**src/rtl/iob_bus_arbiter2.sv**
```systemverilog
// Two-master / one-slave arbiter for the native iob bus (ibus = master 0, dbus = master 1).
// Define IOB_ARB_ROUND_ROBIN_EN for round-robin arbitration; default is fixed priority to master 1.
module iob_bus_arbiter2 #(
  parameter int ADDR_W = 32,
  parameter int DATA_W = 32,
  parameter int REQ_W  = 1 + ADDR_W + DATA_W + DATA_W / 8,
  parameter int RESP_W = DATA_W + 1
) (
  input  logic              clk,
  input  logic              rst,
  input  logic [REQ_W-1:0]  m0_req,
  output logic [RESP_W-1:0] m0_resp,
  input  logic [REQ_W-1:0]  m1_req,
  output logic [RESP_W-1:0] m1_resp,
  output logic [REQ_W-1:0]  s_req,
  input  logic [RESP_W-1:0] s_resp,
  output logic              grant,
  output logic              busy
);

  // Handshake: a request is {valid, addr, wdata, wstrb}; the master holds it
  // stable until it sees a one-cycle ready (s_resp[0]) routed back to it.
  typedef enum logic {
    IDLE  = 1'b0,
    GRANT = 1'b1
  } state_t;

  state_t           state_q;
  state_t           state_d;
  logic             grant_d;
  logic             m0_valid;
  logic             m1_valid;
  logic             winner;
  logic [REQ_W-1:0] sel_req;
  logic             sel_valid;
  logic             s_ready;

  assign m0_valid  = m0_req[REQ_W-1];
  assign m1_valid  = m1_req[REQ_W-1];
  assign sel_req   = grant ? m1_req : m0_req;
  assign sel_valid = sel_req[REQ_W-1];
  assign s_ready   = s_resp[0];
  assign busy      = (state_q == GRANT);

`ifdef IOB_ARB_ROUND_ROBIN_EN
  logic last_q;

  // On contention the master that was not served last wins.
  assign winner = (m0_valid && m1_valid) ? ~last_q : m1_valid;

  always_ff @(posedge clk or posedge rst) begin
    if (rst) begin
      last_q <= 1'b1;
    end else if (state_q == GRANT && sel_valid && s_ready) begin
      last_q <= grant;
    end
  end
`else
  assign winner = m1_valid;
`endif

  always_ff @(posedge clk or posedge rst) begin
    if (rst) begin
      state_q <= IDLE;
      grant   <= 1'b0;
    end else begin
      state_q <= state_d;
      grant   <= grant_d;
    end
  end

  // Slave request is only ever driven from the registered grant, never from
  // a master valid directly, so arbitration costs exactly one cycle.
  always_comb begin
    state_d = state_q;
    grant_d = grant;
    s_req   = '0;
    m0_resp = '0;
    m1_resp = '0;
    case (state_q)
      IDLE: begin
        if (m0_valid || m1_valid) begin
          grant_d = winner;
          state_d = GRANT;
        end
      end
      GRANT: begin
        if (sel_valid) begin
          s_req = sel_req;
          if (grant) begin
            m1_resp = s_resp;
          end else begin
            m0_resp = s_resp;
          end
          if (s_ready) begin
            state_d = IDLE;
          end
        end else begin
          // Granted master withdrew its request: abandon without updating history.
          state_d = IDLE;
        end
      end
      default: state_d = IDLE;
    endcase
  end

endmodule

```
**config.mk**
```make
export PLATFORM = sky130hd
export DESIGN_NAME = iob_bus_arbiter2
export DESIGN_NICKNAME = d
export VERILOG_FILES = /design/src/rtl/iob_bus_arbiter2.sv
export SDC_FILE = /design/constraint.sdc
export NUM_CORES = 1
export LEC_CHECK = 0
export CAP_MARGIN = 20
export CORE_AREA = 5 5 116 118
export CTS_CLUSTER_SIZE = 25
export DETAILED_ROUTE_END_ITERATION = 12
export DIE_AREA = 0 0 121 123
export GPL_TIMING_DRIVEN = 0
export PLACE_DENSITY = 0.74
export SETUP_SLACK_MARGIN = 0.3
export SLEW_MARGIN = 30
export SYNTH_ARGS = -nofsm -noshare
export SYNTH_HDL_FRONTEND = slang
export SYNTH_SLANG_ARGS = --single-unit
```
**constraint.sdc**
```tcl
create_clock -name clk -period 1 [get_ports clk]
set_input_delay 0.1 -clock clk [delete_from_list [all_inputs] [get_ports clk]]
set_output_delay 0.1 -clock clk [all_outputs]
set_load 0.02 [all_outputs]
```
==> impl_metrics.ini, run 1 <==
[status]
status = finished, violations left
violations = setup timing

[global_routing]
grt_pass1_vias = 4330
grt_pass1_wl_um = 22800
antenna_found_initial = 0
grt_use_total_pct = 19.1
grt_max_degree = 11
overflow = 0

[sta]
min_period_ns = 1.67
slew_viol_final = 0
skew_ns = 0.000736
timing.final.crit_share_pct = 167
rsz0062_at_grt = true
setup_viol_count_final = 138
fmax_mhz = 597
finalWorstSetupSlack_ns = -0.674
hold_violations = 0
worst_slew_pin_slew_ns = 0.389
relSlewSlack_pct = 74.1
fin_worst_hold_slack_ns = 0.0382

[floorplanning]
coreArea_um2 = 12400
dieArea_um2 = 14900
start_util_pct = 16.1
fp.dieW_um = 121
rows = 41
dieHeight_um = 123
io_pins = 310

[final_layout]
n_antenna_cell = 0
multi_input_area_um2 = 2920
area.sequential_um2 = 52.6
syn_to_final_growth_pct = 261
n_fill_cell = 1067
fin_nets = 836
drive_gt1_share_pct = 58.4

[logic_synthesis]
synth_area_um2 = 1990
syn_nets = 504
ys_top_cells_by_count = a21oi_1 (68), nand3_1 (68), nand3b_1 (68)
ys.flop_type = dfrtp_1
synth.area.top_cells = nand3b_1 (26%), a21oi_1 (17%), nand3_1 (17%)
synth_top_area_cell = nand3b_1
synth_cells = 331
synthArstFlopShare_pct = 100
synth.top_cell.area_share_pct = 25.6
yosys_register_bits = 2
ys_seq_area_share_pct = 2.51
synth_area_per_cell_um2 = 6.02
yosys.cell_types.count = 22
synth_edf_count = 0
synth_warnings = 0

[clocking]
clock_path_buffers = 2
cts_tree = done
clkTransAtPathRegs_ns = 0.03
cts-root-buf = clkbuf_16
h-tree-depth = 1
cts_buffers = 3
cts.sinks = 2
hold_buffers = 0
clk_latency_ns = 0.22

[worst_setup_path]
rrSetupSlack_ns = -0.12
r2r-start = busy
worstPathMaxFanout = 10
r2r_end = grant
setup.worst_path.end_class = output pin
crit_required_ns = 0.90
crit_type = flip-flop to output pin
start_kind = flip-flop
crit_arrival_ns = 1.57
ff2ff_path_depth = 4

[detailed_routing]
initialDrtViolationCount = 120
wire_per_inst_um = 19.1
vias_per_cell = 4.68
num_vias = 3899
drc = 0
drtPass1Iterations = 4
ant_nets = 0
drt_wl_total_um = 15900

[pwr]
p_leak_nw = 2.67
power_density_nw_per_um2 = 1100
p_total_mw = 7.93
ir_drop_mv = 0.585

[worst_hold_path]
worstHoldPathType = primary input to asynchronous set/reset pin

[place]
hpwl_um = 13000
place_ws_ns = -0.916
gp_congestion = 0.774
port_buffers = 307

[run]
maxCapViolCount = 0
## layout make-up
class	instances	share of cell area, %
clock buffers	3	1.04
flip-flops and latches	2	0.730
plain buffers	48	6.72
multi-input cells	279	40.5
well taps	172	2.99
repair buffers	327	47.9
inverters	2	0.174
## cells by family (layout without fill, tap and decap cells)
group / Yosys count / in the layout / synth area share (%)
AO/OA/AOI/OAI: 72 / 72 / 18.7
multiplexers: 1 / 1 / 0.502
buffers and inverters: 50 / 380 / 13.5
AND/OR/NAND/NOR: 206 / 206 / 64.8
flip-flops: 2 / 2 / 2.51
## routing by layer
metal  share of wire (%)  track usage, %  vias up
met5                   0               0        -
met4                 2.0            4.75        0
met3                 9.1            5.17       25
met2                  55            38.2      202
met1                  34            19.6     1815
li1                    -               -     1857
## state kept, by name, summed over array words and instances, names as in the netlist
| signal | flops |
|---|---|
| busy | 1 |
| grant | 1 |
## placed cells by master (no fill, tap or decap), types with 7 or more instances in the layout
cell type | Yosys | layout
nand3_1 | 68 | 34
clkbuf_8 | 0 | 8
nand3_2 | 0 | 26
clkbuf_16 | 0 | 7
buf_2 | 20 | 15
and2_4 | 1 | 34
buf_4 | 5 | 27
a21oi_4 | 0 | 62
nand3_4 | 0 | 8
nand3b_1 | 68 | 68
clkdlybuf4s50_1 | 0 | 170
and3_4 | 0 | 33
buf_6 | 4 | 132
## how the worst max path moves through the flow
stage,cells past startpoint,to,from
2_1_floorplan,4,s_req[28],grant
3_3_place_gp,4,m0_resp[15],grant
3_5_place_dp,4,m0_resp[15],grant
4_1_cts,4,s_req[60],grant
5_1_grt,5,m0_resp[3],grant
6_report,6,s_req[45],grant
## worst max-delay path: stages, from the launching register on
cell and delay, ns:
dfrtp_2 0.41, buf_12 0.15, clkbuf_16 0.16, buf_6 0.13, nand3b_1 0.21, a21oi_4 0.15, buf_6 0.13
## what timing repair did
item	CTS	global route
resized for setup	716	171
cloned	1	4
buffers inserted	4	11
pin swaps	0	21
endpoints found under the setup margin	139	139
## power by group
part | switching, mW | internal, mW | total [mW]
combinational | 3.43 | 3.76 | 7.20
clock | 0.0973 | 0.509 | 0.607
sequential | 0.0244 | 0.105 | 0.129
total | 3.55 | 4.38 | 7.93
## per-stage QoR
| stage | util [%] | instance area (um2) | instances | setup TNS [ns] |
|---|---|---|---|---|
| after floorplan | - | 3200 | 331 | -24.67 |
| after global placement | 52.5 | 6490 | 810 | -107.78 |
| after detailed placement | 52.5 | 6490 | 810 | -110.17 |
| after CTS | 52.6 | 6500 | 818 | -77.90 |
| after global routing | 58.3 | 7200 | 833 | -87.66 |
| final | 58.3 | 7200 | 833 | -81.77 |
Power figures use the tool's default switching activity.
==> run 2: changes to the inputs <==
Settings changed: CORE_AREA 5 5 116 118 to 2 2 120 122, DIE_AREA 0 0 121 123 to 0 0 122 124, PLACE_DENSITY 0.74 to 0.68.
==> run 2 against run 1 <==
Against the previous run: the flow still finishes with violations (setup timing); clock skew increased by 0.0017 ns; non-clock buffer count increased by 3; first-iteration DRC count is 34% lower; routed wire length shrank 4.6%; clock-buffer cell count unchanged; power up 1.5%; global-route usage is 2.1 points lower; design area is 1.8% higher; largest power group unchanged.
==> impl_metrics.ini, run 2 (synthesis results as in run 1) <==
[worst_hold_path]
worstHoldPathType = primary input to asynchronous set/reset pin

[final_layout]
mostFrequentLayoutCell = clkdlybuf4s50_1
syn_to_final_growth_pct = 268
n_fill_cell = 1217
final_cell_mix = clkdlybuf4s50_1 (170), buf_6 (145), nand3b_1 (68), a21oi_4 (62), nand3_1 (36)
fin_nets = 839
stdcell_area_um2 = 7330
drive_gt1_share_pct = 57.8
n_antenna_cell = 0
fin_util_pct = 53.4

[sta]
hold_violations = 0
rsz0062_at_grt = true
skew_ns = 0.00239
timing.final.crit_share_pct = 171
min_period_ns = 1.71
worst_slew_pin_slew_ns = 0.395
relSlewSlack_pct = 73.7
finalWorstSetupSlack_ns = -0.715
fmax_mhz = 583
slew_viol_final = 0
setup_viol_count_final = 138

[clocking]
hold_buffers = 0
clock_path_buffers = 2
h-tree-depth = 1
cts.sinks = 2
clkTransAtPathRegs_ns = 0.03
cts-root-buf = clkbuf_16
clk_latency_ns = 0.22
cts_buffers = 3
cts_tree = done

[floorplanning]
io_pins = 310
dieHeight_um = 124
rows = 43
coreArea_um2 = 13700
dieArea_um2 = 15100
start_util_pct = 14.5
fp.dieW_um = 122

[worst_setup_path]
path_delay_family = buffers and inverters
setup.worst_path.end_class = output pin
crit_arrival_ns = 1.61
path_buf_inv = 4
cp_cell_sequence = buf_6, clkbuf_16, buf_8, nand3b_1, a21oi_4, buf_6
worst_path_max_delay_cell = dfrtp_2
crit_type = flip-flop to output pin
start_kind = flip-flop
worstPathMaxFanout = 6
crit_required_ns = 0.90
slowest_delay_ns = 0.41
crit_top_cell = buf_6

[global_routing]
overflow = 0
grt_max_degree = 11
grt_pass1_wl_um = 20500
grt_pass1_vias = 3862
grt_use_total_pct = 17.0
antenna_found_initial = 0

[detailed_routing]
drtPass1Iterations = 4
wire_per_inst_um = 18.0
initialDrtViolationCount = 79
num_vias = 3910
drt_wl_total_um = 15200
vias_per_cell = 4.63
drc = 0
ant_nets = 0

[pwr]
power_density_nw_per_um2 = 1100
ir_drop_mv = 0.531
p_total_mw = 8.05
p_leak_nw = 2.71

[place]
place_ws_ns = -0.903
gp_congestion = 0.775
place_area_um2 = 6500
hpwl_um = 11800
port_buffers = 307

[status]
status = finished, violations left
violations = setup timing

[run]
maxCapViolCount = 0
[run 2: report_power, final]
group | internal, mW | switching [mW] | leakage, nW
combinational | 3.86 | 3.47 | 2.65
clock | 0.509 | 0.0911 | 0.0370
sequential | 0.105 | 0.0217 | 0.0211
total | 4.47 | 3.58 | 2.71
[run 2: repair_timing]
item | 4_1_cts | 5_1_grt
pin swaps | 1 | 30
gates cloned | 1 | 9
endpoints found under the setup margin | 139 | 139
buffers inserted | 4 | 9
gates resized for setup | 600 | 293
[run 2: cell type report]
| cell class | count | area (um2) | area share [%] |
|---|---|---|---|
| repair buffers | 330 | 3570 | 48.7 |
| multi-input cells | 279 | 2900 | 39.5 |
| plain buffers | 48 | 493 | 6.72 |
| well taps | 180 | 225 | 3.07 |
| clock buffers | 3 | 75.1 | 1.02 |
| flip-flops and latches | 2 | 52.6 | 0.717 |
| inverters | 2 | 12.5 | 0.171 |
[run 2: layer usage]
layer  track usage (%)  wire [um]  vias to the layer above  part of all wire, %
met5                 0          0                        -                    0
met4              4.02        370                        0                  2.4
met3              3.85       1240                       24                  8.2
met2              34.3       8240                      189                   54
met1              17.7       5340                     1830                   35
li1                  -          -                     1867                    -
[run 2: final timing paths]
kind / startpoint / endpoint / slack [ns] / cells past startpoint
worst max-delay path: grant / s_req[43] / -0.71 / 6
worst min-delay path: rst / grant / 0.06 / 2
worst max register to register: grant / grant / -0.17 / 4
worst min register to register: busy / busy / 0.78 / 3
max in group asynchronous: rst / busy / 0.82 / 2
min in group clk: m0_req[68] / grant / 0.29 / 3
[run 2: through the flow]
step / std cells / setup TNS [ns] / hold slack [ns]
after global placement: 818 / -107.20 / 0.270
after CTS: 826 / -84.16 / 0.0596
after floorplan: 331 / -24.67 / -0.159
after detailed placement: 818 / -109.75 / 0.285
after global routing: 844 / -86.22 / 0.0824
final: 844 / -80.87 / 0.0556
[run 2: worst register-to-register path, stage by stage (launching register included)]
cell and delay [ns]:
dfrtp_2 0.41, buf_6 0.14, buf_12 0.15, clkbuf_16 0.16, a22o_1 0.18
==> run 3: changes to the inputs <==
--- a/constraint.sdc
+++ b/constraint.sdc
@@ -3,2 +3,2 @@
 set_output_delay 0.1 -clock clk [all_outputs]
-set_load 0.02 [all_outputs]
+set_load 0.005 [all_outputs]
==> run 3 against run 2 <==
Against the previous run: the run still ends with setup timing left; via count is 6.5% higher; sequential share of layout area is 0.070 points higher; clock power is 4.0% higher; combinational power is 13% lower; critical endpoint is now m1_resp[10]; largest power group unchanged; flip-flop and latch count stayed put.
==> impl_metrics.ini, run 3 (synthesis results as in run 1) <==
[status]
status = finished, violations left
violations = setup timing

[final_layout]
multi_input_area_um2 = 2150
stdcell_area_um2 = 6520
mostFrequentLayoutCell = clkdlybuf4s50_1
fin_nets = 886
syn_to_final_growth_pct = 227
n_fill_cell = 1344
drive_gt1_share_pct = 51.1
final_cell_mix = clkdlybuf4s50_1 (170), buf_2 (102), nand3b_1 (68), buf_6 (67), nand3_1 (53)
area.sequential_um2 = 51.3

[place]
gp_congestion = 0.842
hpwl_um = 11600
place_ws_ns = -0.834
place_area_um2 = 5650
port_buffers = 307

[floorplanning]
start_util_pct = 14.5
rows = 43
fp.dieW_um = 122
dieHeight_um = 124
dieArea_um2 = 15100
io_pins = 310
coreArea_um2 = 13700

[global_routing]
overflow = 0
grt_pass1_vias = 3874
grt_use_total_pct = 18.0
antenna_found_initial = 3
grt_pass1_wl_um = 21400
grt_max_degree = 11

[clocking]
cts_buffers = 3
cts_tree = done
clkTransAtPathRegs_ns = 0.03
clock_path_buffers = 2
h-tree-depth = 1
hold_buffers = 0
cts-root-buf = clkbuf_16
cts.sinks = 2
clk_latency_ns = 0.22

[worst_setup_path]
worstPathMaxFanout = 7
start_kind = flip-flop
setup.worst_path.end_class = output pin
crit_required_ns = 0.90
crit_start = grant
r2r_end = busy
crit_type = flip-flop to output pin
ff2ff_path_depth = 9
endpoint = m1_resp[10]
crit_arrival_ns = 1.75
rrSetupSlack_ns = -0.57
r2r-start = grant

[worst_hold_path]
worstHoldPathType = primary input to asynchronous set/reset pin

[sta]
finalWorstSetupSlack_ns = -0.853
worst_slew_pin_slew_ns = 0.331
slew_viol_final = 0
min_period_ns = 1.85
relSlewSlack_pct = 77.9
setup_viol_count_final = 138
tns_ns = -95.19
skew_ns = 0.00698
rsz0062_at_grt = true
fmax_mhz = 540
timing.final.crit_share_pct = 185
hold_violations = 0

[detailed_routing]
drtPass1Iterations = 5
drt_wl_total_um = 16000
num_vias = 4166
ant_nets = 0
wire_per_inst_um = 17.8
vias_per_cell = 4.65
initialDrtViolationCount = 146
drc = 0

[pwr]
ir_drop_mv = 0.456
p_total_mw = 7.14
power_density_nw_per_um2 = 1100
p_leak_nw = 2.79

[run]
maxCapViolCount = 0
## run 3: power breakdown
group	internal (mW)	switching [mW]
Clock	0.525	0.0992
Combinational	3.90	2.48
Sequential	0.103	0.0315
Total	4.53	2.61
## run 3: how the worst min path moves through the flow
stage,end,slack (ns)
global route,grant,0.05
floorplan,busy,-0.16
global placement,busy,0.27
CTS,grant,0.03
detailed placement,busy,0.26
finish,grant,0.03
## run 3: cell type report
class                           instances  share of cell area (%)
Multi-Input combinational cell        280                    33.0
Buffer                                 48                    7.10
Tap cell                              180                    3.46
Clock buffer                            4                    1.21
Timing Repair Buffer                  376                    54.2
Sequential cell                         2                   0.787
Antenna cell                            3                   0.115
Inverter                                2                   0.154
## run 3: layer usage
| layer | GRT usage (%) | part of all wire [%] | up-vias |
|---|---|---|---|
| met5 | 0 | 0 | - |
| met4 | 2.08 | 1.5 | 0 |
| met3 | 4.12 | 9.0 | 13 |
| met2 | 35.2 | 52 | 229 |
| met1 | 20.2 | 37 | 1959 |
| li1 | - | - | 1965 |
## run 3: critical path, stage by stage (launching register included)
cell     delay (ns)
dfrtp_2        0.44
buf_4          0.16
buf_6          0.11
and2_4         0.17
buf_8          0.14
buf_6          0.11
buf_6          0.11
and3_4         0.17
buf_6          0.11
## run 3: metrics by stage
stage	utilization [%]	hold slack [ns]	std cells
after floorplan	-	-0.159	331
after global placement	41.2	0.266	818
after detailed placement	41.2	0.260	818
after CTS	44.0	0.0346	866
after global routing	47.5	0.0513	895
final	47.5	0.0343	895
## run 3: repair_timing
| item | CTS | global route |
|---|---|---|
| pin swaps | 51 | 32 |
| gates resized for setup | 505 | 146 |
| cloned | 10 | 6 |
| endpoints found under the setup margin | 139 | 139 |
| buffers inserted | 34 | 20 |
